### src/rtl/apb_csr_pkg.sv
// Shared types and constants for the APB-to-CSR bridge.
package apb_csr_pkg;

  localparam int          CSR_ADDR_W  = 5;
  localparam int          CSR_DATA_W  = 8;
  localparam logic [7:0]  ERR_CNT_MAX = 8'hFF;

  typedef enum logic [1:0] {IDLE, ACCESS, RDWAIT, DONE} bridge_state_e;

  // Transfer captured in the APB setup phase and held until completion.
  typedef struct packed {
    logic                  we;
    logic                  err;
    logic [CSR_ADDR_W-1:0] off;
    logic [CSR_DATA_W-1:0] wdata;
  } csr_req_t;

endpackage

### src/rtl/apb_csr_decode.sv
// Address window / alignment decode for the CSR bridge (purely combinational).
module apb_csr_decode
  import apb_csr_pkg::*;
#(
  parameter int ADDR_W    = 12,
  parameter int BASE_ADDR = 0,
  parameter int NUM_REGS  = 8
) (
  input  logic [ADDR_W-1:0]     paddr,
  output logic [CSR_ADDR_W-1:0] offset,
  output logic                  err
);

  localparam logic [ADDR_W-1:0] BASE_A = ADDR_W'(BASE_ADDR);
  localparam logic [ADDR_W-1:0] WIN_B  = ADDR_W'(NUM_REGS * 4);

  logic [ADDR_W-1:0] off_full;

  // Underflow wraps off_full, so the below-base test must stand on its own.
  assign off_full = paddr - BASE_A;
  assign offset   = off_full[CSR_ADDR_W-1:0];
  assign err      = (paddr < BASE_A) | (off_full >= WIN_B) | (paddr[1:0] != 2'b00);

endmodule

### src/rtl/apb_csr_bridge.sv
// APB3 slave front-end driving the 8-entry CSR block's en/we/addr/wdata/rdata port.
module apb_csr_bridge
  import apb_csr_pkg::*;
#(
  parameter int ADDR_W    = 12,
  parameter int PDATA_W   = 32,
  parameter int BASE_ADDR = 0,
  parameter int NUM_REGS  = 8
) (
  input  logic                  clk,
  input  logic                  rst_n,
  input  logic                  psel,
  input  logic                  penable,
  input  logic                  pwrite,
  input  logic [ADDR_W-1:0]     paddr,
  input  logic [PDATA_W-1:0]    pwdata,
  output logic                  pready,
  output logic [PDATA_W-1:0]    prdata,
  output logic                  pslverr,
  output logic                  csr_en,
  output logic                  csr_we,
  output logic [CSR_ADDR_W-1:0] csr_addr,
  output logic [CSR_DATA_W-1:0] csr_wdata,
  input  logic [CSR_DATA_W-1:0] csr_rdata,
  output logic [7:0]            err_cnt
);

  bridge_state_e         state_q, state_d;
  csr_req_t              req_q;
  logic [CSR_DATA_W-1:0] prdata_q;
  logic [7:0]            err_cnt_q, err_cnt_d;
  logic [CSR_ADDR_W-1:0] dec_off;
  logic                  dec_err;
  logic                  setup;
  logic                  unused_pwdata;

  assign unused_pwdata = ^pwdata[PDATA_W-1:CSR_DATA_W];

  apb_csr_decode #(
    .ADDR_W    (ADDR_W),
    .BASE_ADDR (BASE_ADDR),
    .NUM_REGS  (NUM_REGS)
  ) u_decode (
    .paddr  (paddr),
    .offset (dec_off),
    .err    (dec_err)
  );

  assign setup = (state_q == IDLE) && psel && !penable;

  always_ff @(posedge clk or negedge rst_n) begin
    if (!rst_n) state_q <= IDLE;
    else        state_q <= state_d;
  end

  // Dropping psel mid-transfer abandons it; a strobe already issued stands.
  always_comb begin
    state_d = state_q;
    case (state_q)
      IDLE:    if (setup) state_d = ACCESS;
      ACCESS:  if (!psel) state_d = IDLE;
               else if (req_q.we || req_q.err) state_d = DONE;
               else state_d = RDWAIT;
      RDWAIT:  state_d = psel ? DONE : IDLE;
      DONE:    state_d = IDLE;
      default: state_d = IDLE;
    endcase
  end

  always_comb begin
    err_cnt_d = err_cnt_q;
    if ((state_q == DONE) && req_q.err && (err_cnt_q != ERR_CNT_MAX))
      err_cnt_d = err_cnt_q + 8'd1;
  end

  always_ff @(posedge clk or negedge rst_n) begin
    if (!rst_n) begin
      req_q     <= '0;
      prdata_q  <= '0;
      err_cnt_q <= '0;
    end else begin
      if (setup) begin
        req_q.we    <= pwrite;
        req_q.err   <= dec_err;
        req_q.off   <= dec_off;
        req_q.wdata <= pwdata[CSR_DATA_W-1:0];
      end
      // CSR read data arrives one cycle after the strobe, i.e. in RDWAIT.
      if ((state_q == RDWAIT) && psel) prdata_q <= csr_rdata;
      err_cnt_q <= err_cnt_d;
    end
  end

  always_comb begin
    csr_en    = 1'b0;
    csr_we    = 1'b0;
    csr_addr  = '0;
    csr_wdata = '0;
    if ((state_q == ACCESS) && !req_q.err) begin
      csr_en    = 1'b1;
      csr_we    = req_q.we;
      csr_addr  = req_q.off;
      csr_wdata = req_q.wdata;
    end
  end

  always_comb begin
    pready  = (state_q == DONE);
    pslverr = (state_q == DONE) && req_q.err;
    prdata  = '0;
    if ((state_q == DONE) && !req_q.we && !req_q.err)
      prdata[CSR_DATA_W-1:0] = prdata_q;
  end

  assign err_cnt = err_cnt_q;

endmodule

### config.mk
export PLATFORM = sky130hd
export DESIGN_NAME = apb_csr_bridge
export DESIGN_NICKNAME = d
export VERILOG_FILES = /design/src/rtl/apb_csr_pkg.sv /design/src/rtl/apb_csr_decode.sv /design/src/rtl/apb_csr_bridge.sv
export SDC_FILE = /design/constraint.sdc
export NUM_CORES = 1
export LEC_CHECK = 0
export BUFFER_PORTS_ARGS = -buffer_cell sky130_fd_sc_hd__buf_2
export CAP_MARGIN = 20
export CORE_MARGIN = 5
export CORE_UTILIZATION = 40
export DETAILED_ROUTE_END_ITERATION = 7
export GPL_TIMING_DRIVEN = 0
export PLACE_DENSITY = 0.77
export SLEW_MARGIN = 20
export SYNTH_ARGS = -nofsm -noshare
export SYNTH_HDL_FRONTEND = slang
export SYNTH_SLANG_ARGS = --single-unit
### constraint.sdc
create_clock -name clk -period 2.06 [get_ports clk]
set_clock_uncertainty 0.05 [all_clocks]
set_input_delay 0.309 -clock clk [delete_from_list [all_inputs] [get_ports clk]]
set_output_delay 0.309 -clock clk [all_outputs]
set_load 0.02 [all_outputs]
== After elaboration in Yosys (flattened, before gate mapping) ==
Index checks and enable logic that the tools add are counted.
Word-level totals
  bits in registers: 33
  bits of input ports: 57
  output and inout bits: 57
  word-level logic and storage cells: 41
Cells by class
  add/sub/neg operators: 1
  $lt $le $gt $ge: 2
  equality and inequality tests: 5
  mux-type cells: 10
  bitwise logic cells: 2
  reductions and logical operators: 14
Operators with widths (count)
  $mux W8: 2
  $ge A12 B6 Y1 const B: 1
  $lt A12 B1 Y1 const B: 1
  $add A8 B1 Y8 const B: 1
  $logic_and A1 B1 Y1: 8
  $ne A8 B8 Y1 const B: 1
  $pmux W2 S4: 1
  $mux W2: 3
  $mux W5: 1
  $eq A2 B2 Y1 const B: 2
  $logic_not A1 Y1: 3
  $mux W1: 3
  $eq A2 B1 Y1 const B: 1
  $logic_not A2 Y1: 1
  $ne A2 B2 Y1 const B: 1
  $or A1 B1 Y1: 2
  $reduce_bool A2 Y1: 1
  $logic_or A1 B1 Y1: 1

== Longest topological paths before layout ==
Gate-level depths: netlist of run 1.
  word-level depth: 5
  depth in mapped cells: 5
  gate-level depth less buffers: 4

== Hierarchy ==
A second synthesis of run 1 with hierarchy kept.
Unflattened totals
  cells, all modules: 162
  area total of the unflattened synthesis: 1845.5 sq um
Modules (own cells, without submodules)
  apb_csr_bridge: times used 1, cells an instance 153, area each 1788.0 sq um, sequential area each 825.8 sq um
  apb_csr_decode: times used 1, cells an instance 9, area each 57.6 sq um, sequential area each 0.0 sq um

== Worst setup path after synthesis of run 1 ==
Ideal clock, no wire load.
  path kind: flip-flop to output port
  start point: register state_q[1]
  end point: output port csr_addr[0]
  data arrival time: 1492 ps
  data required time: 1701 ps
  slack: 209 ps
  stages on the path, launching flop included: 5
  path buffers: 2
  path through: dfrtp_1 -> buf_6 -> nor3b_1 -> clkbuf_1 -> and2_1
On the way
  longest elaborated chain between the ends: 3
Ends and longest elaborated chain
  start: declaration: line apb_csr_bridge.sv:28  | bridge_state_e state_q, state_d;
  start signal: assignment: line apb_csr_bridge.sv:53  | else state_q <= state_d;
  $eq A2 B1 Y1: line apb_csr_bridge.sv:99  | if ((state_q == ACCESS) && !req_q.err) begin
  $logic_and A1 B1 Y1: line apb_csr_bridge.sv:99
  $mux W5: line apb_csr_bridge.sv:99
  end: declaration: line apb_csr_bridge.sv:22  | output logic [CSR_ADDR_W-1:0] csr_addr,
No other way between the ends.

== Worst setup path after layout of run 1 ==
  start point: register req_q[13] (netlist name)
  end point: output port csr_wdata[4]
On the way
  longest elaborated chain between the ends: 3
Ends and longest elaborated chain
  start: declaration: line apb_csr_bridge.sv:29  | csr_req_t req_q;
  $logic_not A1 Y1: line apb_csr_bridge.sv:99
  $logic_and A1 B1 Y1: line apb_csr_bridge.sv:99
  $mux W8: line apb_csr_bridge.sv:99
  end: declaration: line apb_csr_bridge.sv:23  | output logic [CSR_DATA_W-1:0] csr_wdata,
No other way between the ends.

==> results.md, run 1 <==
* Die width at 76.27 µm
* DRT iter0 DRCs at 23
* Setup_tns at 0 ns
* Minimum clock period at 1.917 ns
* Area of the multi-input gates at 818.3 µm²
* Layout cells sized above 1 at 52.63%
* Ant diodes at 0
* PortBufs at 65
* CP bufs+invs at 2
* Min-delay worst type: input port to asynchronous set/reset pin
* Commonest cells after routing, fill and taps aside: buf_2, dfrtp_1, buf_4
* Register bit total from synthesis at 33
* Fin. max-slew vios at 0
* Critical Path Source Type: flop
* Largest net degree at the start of global routing at 34
* Core Region at 0.004294 mm²
* Synth cell types at 29
* P&R area growth vs syn at 35.68%
* Seq/Total Area, Yosys at 47.01%
* Worst hold margin at 0.03825 ns
* Power, Total at 2.148 mW
* Maximum vdd drop at 0.4821 mV
* Yosys Warn Count at 0
* Drt pass-1 iters at 4
* First-pass GRT wire length at 6.285 mm
* Routed wire per std cell at 12.23 µm
* # fillers at 392
* Post-synthesis mux area share at 17.74%
* Cell taking the most area after synthesis: dfrtp_1
* CTS clk-pin slew, worst paths at 0.07 ns
* DPL Wire Length at 2.863 mm
* Initial antenna violation count at 0
* Pleak at 1.300 nW
* Max-slew headroom at 51.45%
* Synth area leaders: dfrtp_1, mux2_2, buf_4
* Final worst-path cycle share at 93.06%
* CP Cell Sequence: nor3b_4 > clkbuf_4 > and2_1 > buf_2
* Total gr overflow at 0
* Fin worst setup slack at 0.1429 ns
* Avg Inst Size Synth at 11.71 µm²
* Largest family of logic cells by synthesized area: multiplexers
* Worst EP required at 1.70 ns
* Clock Sinks at 33
* Crit path max-delay cell type: dfrtp_1
* Hold Buf Count CTS at 0
* Design area at 0.002384 mm²
* Clk buf depth at 2
* Layout net count at 304
* CP peak stage delay at 0.49 ns
* Number of vias per cell at 4.438
* Row cnt at 24
* FF/Latch Area at 825.8 µm²
* Routed Wire Length at 3.658 mm
* R2R Setup Slk at 0.32 ns
* Max cap viols at 0
* Crit-path max FO at 10
* WS Path Type: flop to output pin
* Worst setup path end: csr_wdata[4]
* Full die area at 0.005817 mm²
* Synth Instances at 150
* GRT busiest layer: met2
* Dpl cells at 290
* CP Depth at 4
* Post-layout util at 55.51%
* Initial core utilization at 40.91%
* Boundary pin count at 114
* Post-synthesis xor/xnor area fraction at 1.994%
* Final hold vios at 0
* Worst path top cell family by delay: flip-flops
* Via Count at 1327
* Cell Area, Synth at 0.001757 mm²
* Met1 usage at 15.32%
* R2R cell count at 4
* Crit end category: output pin
* Commonest non-fill, non-tap cell in the layout: buf_2
* Setup violations, final at 0
* Placer Congestion at 0.7091
* CTS HTree Levels at 2
* Synth Area in Adders at 0.7123%
* Dpl ws at -0.06706 ns
* CTS tree: built
* Area post-placement at 0.002233 mm²
* PwrDens at 901.1 mW/mm²
* Met2 usage at 21.32%
* Fmax at 0.5216 GHz
* Number of global-route vias before repair at 1316
* Reg2reg start: state_q[0]$_DFFE_PN0P_
* Simple-gate share of the synthesized area at 17.45%
* Clk root buf: clkbuf_8
* RSZ-0062 raised after global routing: no
* Global Route met3 Usage at 6.147%
* FF-to-FF End: req_q[12]$_DFFE_PN0P_
* Top cell type's share of synthesized area at 47.01%
* Total CTS buffers at 5
* Cell Count, Final, Fillers Out at 299
* Worst Tran Pin Value at 0.7282 ns
* Final ANT Viol Nets at 0
* Skew-Pair Late Insertion Delay at 0.27 ns
* # DRC at 0
* Global Route Usage Sum at 12.99%
* Worst Path Arrival at 1.56 ns
* Die height at 76.27 µm
* CP startpoint: req_q[13]$_DFFE_PN0P_
* Post-synthesis compound-gate area fraction at 2.279%
* Status: completed
-- cell type report --
cell class                      instances  share of cell area, %
Timing Repair Buffer                   66                  13.96
Inverter                                1                 0.1575
Clock buffer                            7                  3.622
Sequential cell                        33                  34.65
Buffer                                 28                  9.291
Multi-Input combinational cell        111                  34.33
Tap cell                               52                  2.730
Clock inverter                          1                  1.260
-- state kept, by name (all words and copies together), names as in the netlist --
| name | count |
|---|---|
| err_cnt | 8 |
| prdata_q | 8 |
| req_q | 15 |
| state_q | 2 |
-- repair_timing --
action	4_1_cts	5_1_grt
pin swaps	0	1
setup buffers	0	1
gates resized for setup	5	1
endpoints found under the setup margin	18	17
-- metal layers --
layer  vias to the layer above  routed length (µm)
li1                        650                   -
met1                       611                1425
met2                        62                1818
met3                         4                 393
met4                         0                  21
met5                         -                   0
-- worst min path at each step --
stage / startpoint / end
2_1_floorplan: rst_n / err_cnt[0]$_DFFE_PN0P_
3_3_place_gp: rst_n / err_cnt[4]$_DFFE_PN0P_
3_5_place_dp: rst_n / err_cnt[4]$_DFFE_PN0P_
4_1_cts: rst_n / err_cnt[4]$_DFFE_PN0P_
5_1_grt: rst_n / err_cnt[4]$_DFFE_PN0P_
6_report: rst_n / err_cnt[4]$_DFFE_PN0P_
-- worst register-to-register path: stages, from the launching register on --
cell,delay [ns]
dfrtp_1,0.37
buf_6,0.14
nor4b_4,0.52
buf_6,0.25
mux2_4,0.31
-- synth_stat cells --
library cell / number
nand2b_1: 1
buf_4: 24
a31oi_1: 2
and3_1: 2
a21oi_1: 3
and3_2: 1
nand2_1: 6
xnor2_1: 3
nand3_1: 2
clkbuf_1: 1
nor4b_4: 1
buf_6: 3
xor2_1: 1
nor2_1: 4
nand4_1: 3
ha_1: 1
and2_1: 23
inv_1: 1
o21ai_0: 1
nor3_1: 3
conb_1: 1
or4_1: 1
nand3b_1: 1
dfrtp_1: 33
nor3b_1: 1
mux2_4: 8
and4_1: 1
mux2_2: 17
a21boi_0: 1
-- power breakdown --
group	internal [mW]	total (mW)	leakage (nW)	switching (mW)
clock	0.394	0.616	0.0585	0.222
combinational	0.308	0.545	0.841	0.237
sequential	0.860	0.986	0.401	0.126
total	1.56	2.15	1.30	0.586
-- kinds of logic after synthesis --
| group | Yosys count |
|---|---|
| AO/OA/AOI/OAI | 7 |
| XOR/XNOR | 4 |
| adder cells (fa/ha/maj) | 1 |
| buffers and inverters | 29 |
| flip-flops | 33 |
| multiplexers | 25 |
| other | 1 |
| AND/OR/NAND/NOR | 50 |
No activity file was read; power rests on OpenSTA's default activity.
==> run 2: changes to the inputs <==
Settings changed: CTS_CLUSTER_DIAMETER from default to 200, PLACE_DENSITY 0.77 to 0.86, SYNTH_HIERARCHICAL from default to 1.
==> run 2 against run 1 <==
Compared with the run above: flip-flop and latch count unchanged; first-iteration DRC count grew to 3.0 times the previous value; combinational power grew 7.0%; largest power group unchanged; highest routed layer unchanged; global-route usage down 0.22 points; die area up 4.4%; routed wire length rose by 5.4%; via count grew 6.8%; setup slack better by 0.021 ns; critical path depth up 1.
==> results.md, run 2 <==
* Largest Register: req_q
* Minimum clock period at 1.896 ns (-0.02149 ns)
* Number of vias per cell at 4.601 (+3.7%)
* Yosys Warn Count at 6 (+6)
* Initial antenna violation count at 0 (unchanged)
* Largest register FFs at 15 (unchanged)
* DRT iter0 DRCs at 70 (+200%)
* Setup_tns at 0 ns (unchanged)
* Dpl cells at 299 (+3.1%)
* Clock Sinks at 33 (unchanged)
* FF/Latch Area at 825.8 µm² (unchanged)
* Full die area at 0.006072 mm² (+4.4%)
* PwrDens at 843.2 mW/mm² (-6.4%)
* Area of the multi-input gates at 859.6 µm² (+5.0%)
* Synth top cells by count: dfrtp_1, buf_4, and2_1, mux2_2, mux2_4
* DPL Wire Length at 2.965 mm (+3.6%)
* Total gr overflow at 0 (unchanged)
* Synth cell types at 32 (+10%)
* Register share of total power at 48.6% (+2.7 points)
* CTS HTree Levels at 2 (unchanged)
* Status: completed
* Boundary pin count at 114 (unchanged)
* Most instantiated library cell after synthesis: dfrtp_1
* Layout net count at 313 (+3.0%)
* Pleak at 1.320 nW (+1.5%)
* Drt pass-1 iters at 4 (unchanged)
* Worst EP required at 1.70 ns (about the same)
* Clock share of power at 22.8% (-5.9 points)
* Worst Tran Pin Value at 0.7329 ns (+0.004660 ns)
* Crit-path max FO at 8 (-2)
* Final ANT Viol Nets at 0 (unchanged)
* Comb pwr share at 28.5% (+3.1 points)
* First-pass GRT wire length at 6.299 mm (+0.22%)
* Hold Buf Count CTS at 0 (unchanged)
* Seq/Total Area, Yosys at 44.75% (-2.3 points)
* Max cap viols at 0 (unchanged)
* Critical Path Source Type: flop
* CTS clk-pin slew, worst paths at 0.07 ns (about the same)
* Initial core utilization at 41.81% (+0.90 points)
* P_int at 1.418 mW (-9.3%)
* FF-to-FF End: req_q[14]$_DFFE_PN0P_
* # fillers at 404 (+3.1%)
* Fin. max-slew vios at 0 (unchanged)
* Top_reg_cell synth: dfrtp_1
* Max-slew headroom at 51.14% (-0.31 points)
* Reg2reg start: state_q[0]$_DFFE_PN0P_
* Layout cells sized above 1 at 51.95% (-0.68 points)
* Synth area leaders: dfrtp_1, buf_4, mux2_2
* Ant diodes at 0 (unchanged)
* Worst Path Arrival at 1.54 ns (-0.02 ns)
* Commonest non-fill, non-tap cell in the layout: buf_2
* CP startpoint: state_q[1]$_DFFE_PN0P_
* Placer Congestion at 0.7458 (+5.2%)
* # DRC at 0 (unchanged)
* Worst setup path end: prdata[3]
* Clk root buf: clkbuf_8
* Cell Count, Final, Fillers Out at 308 (+3.0%)
* CTS tree: built
* Power, Total at 2.045 mW (-4.8%)
* Cell taking the most area after synthesis: dfrtp_1
* Number of global-route vias before repair at 1391 (+5.7%)
* Row cnt at 24 (unchanged)
* Final hold vios at 0 (unchanged)
* Largest net degree at the start of global routing at 34 (unchanged)
* Cell Area, Synth at 0.001846 mm² (+5.1%)
* Avg Inst Size Synth at 11.39 µm² (-2.7%)
* Core Region at 0.004414 mm² (+2.8%)
* Routed wire per std cell at 12.52 µm (+2.3%)
* Min-delay worst type: input port to asynchronous set/reset pin
* Post-synth EDFFs at 0 (unchanged)
* Die height at 77.93 µm (+2.2%)
* Clk buf depth at 2 (unchanged)
* Sw Share at 30.67% (+3.4 points)
* R2R cell count at 4 (unchanged)
* Top cell type's share of synthesized area at 44.75% (-2.3 points)
* Register bit total from synthesis at 33 (unchanged)
* Crit end category: output pin
* Synth Instances at 162 (+8.0%)
* Commonest cells after routing, fill and taps aside: buf_2, dfrtp_1, buf_4
* Ys async rst share at 100.0% (unchanged)
* Skew-Pair Late Insertion Delay at 0.28 ns (about the same)
* Total CTS buffers at 5 (unchanged)
* R2R Setup Slk at 0.31 ns (about the same)
* Via Count at 1417 (+6.8%)
* Die width at 77.93 µm (+2.2%)
* PortBufs at 62 (-4.6%)
* Final worst-path cycle share at 92.02% (-1.0 points)
* Switching Power at 0.6270 mW (+7.1%)
* WS Path Type: flop to output pin
* Routed Wire Length at 3.856 mm (+5.4%)
* Global Route Usage Sum at 12.77% (-0.22 points)
* P&R area growth vs syn at 31.39%
* Fmax at 0.5275 GHz (+1.1%)
* Maximum vdd drop at 0.3980 mV (-17%)
* Setup violations, final at 0 (unchanged)
-- run 2: metrics by stage --
| stage | setup slack (ns) | area [µm²] | utilization (%) | hold slack, ns |
|---|---|---|---|---|
| global placement | 0.09524 | 2307 | 52.27 | 0.3595 |
| CTS | 0.0002778 | 2402 | 54.42 | 0.05519 |
| detailed placement | 0.05784 | 2307 | 52.27 | 0.3657 |
| global route | -0.0007039 | 2425 | 54.93 | 0.1016 |
| finish | 0.1644 | 2425 | 54.93 | 0.02764 |
| floorplan | 0.3515 | 1932 | - | -0.03659 |
-- run 2: worst min path at each step --
| stage | to | start |
|---|---|---|
| 3_3_place_gp | err_cnt[4]$_DFFE_PN0P_ | rst_n |
| 3_5_place_dp | err_cnt[4]$_DFFE_PN0P_ | rst_n |
| 4_1_cts | err_cnt[0]$_DFFE_PN0P_ | rst_n |
| 6_report | err_cnt[4]$_DFFE_PN0P_ | rst_n |
| 2_1_floorplan | err_cnt[0]$_DFFE_PN0P_ | rst_n |
| 5_1_grt | req_q[8]$_DFFE_PN0P_ | rst_n |
-- run 2: power groups by stage --
stage	registers (mW)	clock network [mW]	logic (mW)
final	0.994	0.467	0.583
after global routing	1.02	0.508	0.639
after CTS	0.993	0.484	0.585
after detailed placement	1.00	0	0.583
after global placement	0.990	0	0.563
after floorplan	1.01	0	0.412
-- run 2: layout make-up --
class,count,share of cell area [%]
tap,52,2.683
sequential,33,34.06
inverter,3,0.4644
clock inverter,2,0.4128
timing repair buffer,63,13.11
buffer,33,10.84
multi-input combinational,116,35.45
clock buffer,6,2.993
-- run 2: per-layer routing --
metal	share of wire [%]	vias to the layer above	track usage (%)	routed length, µm
met2	46	64	20.37	1758
met1	42	661	15.76	1623
li1	-	685	-	-
met5	0	-	0	0
met4	0.86	0	3.041	33
met3	11	7	5.903	440
-- run 2: cells by family (layout without fill, tap and decap cells) --
family | count (synthesis) | in the layout | synth area share, %
AOI/OAI and AO/OA | 12 | 12 | 4.137
DFF | 33 | 33 | 44.75
buffers and inverters | 36 | 107 | 14.71
muxes | 26 | 26 | 17.90
xor gates and xnor gates | 2 | 2 | 0.9493
and+or+nand+nor | 51 | 51 | 16.68
other | 1 | 24 | 0.2032
adders and majority gates | 1 | 1 | 0.6779
-- run 2: worst max-delay path: stages, from the launching register on --
cell	delay (ns)
dfrtp_1	0.35
buf_6	0.15
nand2_2	0.13
nor3_4	0.31
and2_1	0.16
buf_2	0.16
-- run 2: what timing repair did --
action                                 4_1_cts  5_1_grt
buffers inserted                             0        1
pin swaps                                    0        2
setup endpoints to repair                   18       17
resized for setup                            3        3
endpoints found under the hold margin        0        0
==> run 3: changes to the inputs <==
Settings changed: BUFFER_PORTS_ARGS -buffer_cell sky130_fd_sc_hd__buf_2 to -buffer_cell sky130_fd_sc_hd__buf_4.
==> run 3 against run 2 <==
Compared with the run above: count of clock-buffer cells in the layout grew 1; setup slack worse by 0.039 ns; worst hold slack improved by 0.18 ns; total power is 5.2% higher; sequential share of layout area is 2.3 points lower; routed wire length up 5.1%; sequential power is essentially flat; flip-flop and latch count stayed put; clock power increased by 15%; critical path type unchanged; critical endpoint is now csr_wdata[3]; largest cell class unchanged.
==> results.md, run 3 (same netlist as run 2, synthesis figures left out) <==
* Global Route Usage Sum at 13.48% (+0.70 points)
* Min-delay worst type: input port to flop
* CTS clk-pin slew, worst paths at 0.07 ns (about the same)
* Commonest non-fill, non-tap cell in the layout: buf_4
* Largest register FFs at 15 (unchanged)
* Crit end category: output pin
* Skew-Pair Late Insertion Delay at 0.28 ns (about the same)
* Maximum vdd drop at 0.4504 mV (+13%)
* Post-CTS Setup Bufs at 0 (unchanged)
* Largest Register: req_q
* CTS HTree Levels at 2 (unchanged)
* Via Count at 1428 (+0.78%)
* Worst Tran Pin Value at 0.5178 ns (-0.2151 ns)
* Final hold vios at 0 (unchanged)
* Commonest cells after routing, fill and taps aside: buf_4, dfrtp_1, conb_1
* Hold Crit Depth at 2
* R2R cell count at 4 (unchanged)
* Die width at 77.93 µm (unchanged)
* Setup violations, final at 0 (unchanged)
* Total gr overflow at 0 (unchanged)
* Crit-path max FO at 10 (+2)
* First-pass GRT wire length at 6.651 mm (+5.6%)
* Number of vias per cell at 4.636 (+0.78%)
* Worst setup path end: csr_wdata[3]
* Clk buf depth at 2 (unchanged)
* CP bufs+invs at 2 (unchanged)
* RSZ-0062 raised after global routing: no
* DRT iter0 DRCs at 36 (-49%)
* WS Path Type: flop to output pin
* R2R Setup Slk at 0.32 ns (about the same)
* Clk root buf: clkbuf_8
* # fillers at 407 (+0.74%)
* Placer Congestion at 0.7916 (+6.1%)
* Worst path top cell family by delay: flip-flops
* CP peak stage delay at 0.50 ns (+0.15 ns)
* Final ANT Viol Nets at 0 (unchanged)
* FF-to-FF End: req_q[1]$_DFFE_PN0P_
* Layout cells sized above 1 at 51.56% (-0.39 points)
* CP startpoint: req_q[13]$_DFFE_PN0P_
* Reg2reg start: state_q[1]$_DFFE_PN0P_
* Fin worst setup slack at 0.1250 ns (-0.03939 ns)
* Fin. max-slew vios at 0 (unchanged)
* P&R area growth vs syn at 40.81%
* # DRC at 0 (unchanged)
* Boundary pin count at 114 (unchanged)
* Core Region at 0.004414 mm² (unchanged)
* PwrDens at 827.6 mW/mm² (-1.8%)
* Setup_tns at 0 ns (unchanged)
* Worst EP required at 1.70 ns (about the same)
* Die height at 77.93 µm (unchanged)
* CTS tree: built
* Worst Path Arrival at 1.58 ns (+0.04 ns)
* PortBufs at 62 (unchanged)
* Crit path max-delay cell type: dfrtp_1
* Dpl ws at 0.1150 ns (+0.05714 ns)
* Clock Sinks at 33 (unchanged)
* Most used cell, CP: buf_4
* Fmax at 0.5168 GHz (-2.0%)
* Initial antenna violation count at 0 (unchanged)
* Full die area at 0.006072 mm² (unchanged)
* Number of global-route vias before repair at 1485 (+6.8%)
* Total CTS buffers at 5 (unchanged)
* Largest net degree at the start of global routing at 34 (unchanged)
* Max-slew headroom at 65.33% (+14 points)
* Minimum clock period at 1.935 ns (+0.03939 ns)
* Max cap viols at 0 (unchanged)
* Final worst-path cycle share at 93.93% (+1.9 points)
* CP Cell Sequence: nor3b_4 > buf_4 > and2_1 > buf_4
* Initial core utilization at 41.81% (unchanged)
* Status: completed
* CP Depth at 4 (-1)
* Row cnt at 24 (unchanged)
* Drt pass-1 iters at 4 (unchanged)
* Pleak at 1.348 nW (+2.2%)
* Critical Path Source Type: flop
* Ant diodes at 0 (unchanged)
* Routed wire per std cell at 13.16 µm (+5.1%)
* DPL Wire Length at 3.124 mm (+5.3%)
* Layout net count at 313 (unchanged)
* Routed Wire Length at 4.053 mm (+5.1%)
run 3: worst min-delay path by stage:
stage,to,slack (ns),start
detailed placement,err_cnt[2]$_DFFE_PN0P_,0.23,rst_n
CTS,req_q[0]$_DFFE_PN0P_,0.19,pwdata[0]
floorplan,err_cnt[0]$_DFFE_PN0P_,-0.04,rst_n
global route,req_q[2]$_DFFE_PN0P_,0.19,pwdata[2]
finish,req_q[0]$_DFFE_PN0P_,0.21,pwdata[0]
global placement,err_cnt[4]$_DFFE_PN0P_,0.23,rst_n
run 3: cell type report:
| cell class | instances | area [µm²] | area share (%) |
|---|---|---|---|
| Buffer | 33 | 262.8 | 10.11 |
| Timing Repair Buffer | 63 | 475.5 | 18.30 |
| Clock inverter | 1 | 5.005 | 0.1926 |
| Sequential cell | 33 | 825.8 | 31.78 |
| Multi-Input combinational cell | 116 | 857.1 | 32.98 |
| Tap cell | 52 | 65.06 | 2.504 |
| Inverter | 3 | 11.26 | 0.4333 |
| Clock buffer | 7 | 96.34 | 3.707 |
run 3: through the flow:
stage / std cells / instance area, µm² / hold WS (ns) / power [mW] / utilization, %
CTS: 308 / 2586 / 0.1918 / 2.177 / 58.59
detailed placement: 299 / 2462 / 0.2325 / 1.623 / 55.78
finish: 308 / 2599 / 0.2060 / 2.151 / 58.87
floorplan: 185 / 1932 / -0.03659 / 1.421 / -
global placement: 299 / 2462 / 0.2260 / 1.591 / 55.78
global route: 308 / 2599 / 0.1931 / 2.282 / 58.87
run 3: routing by layer:
| layer | wire length [µm] | share of wire (%) | global-route usage (%) |
|---|---|---|---|
| met1 | 1564 | 39 | 14.12 |
| met2 | 2034 | 50 | 24.29 |
| met3 | 431 | 11 | 6.366 |
| met4 | 23 | 0.57 | 3.209 |
| met5 | 0 | 0 | 0 |
run 3: where the power goes:
part	switching, mW	internal, mW
clock network	0.234	0.302
logic	0.260	0.359
registers	0.134	0.861
total	0.628	1.52
run 3: timing repair:
action	CTS	global route
hold buffers	1	0
gates cloned	0	0
endpoints found under the hold margin	33	0
endpoints found under the setup margin	18	17
resized for setup	3	2
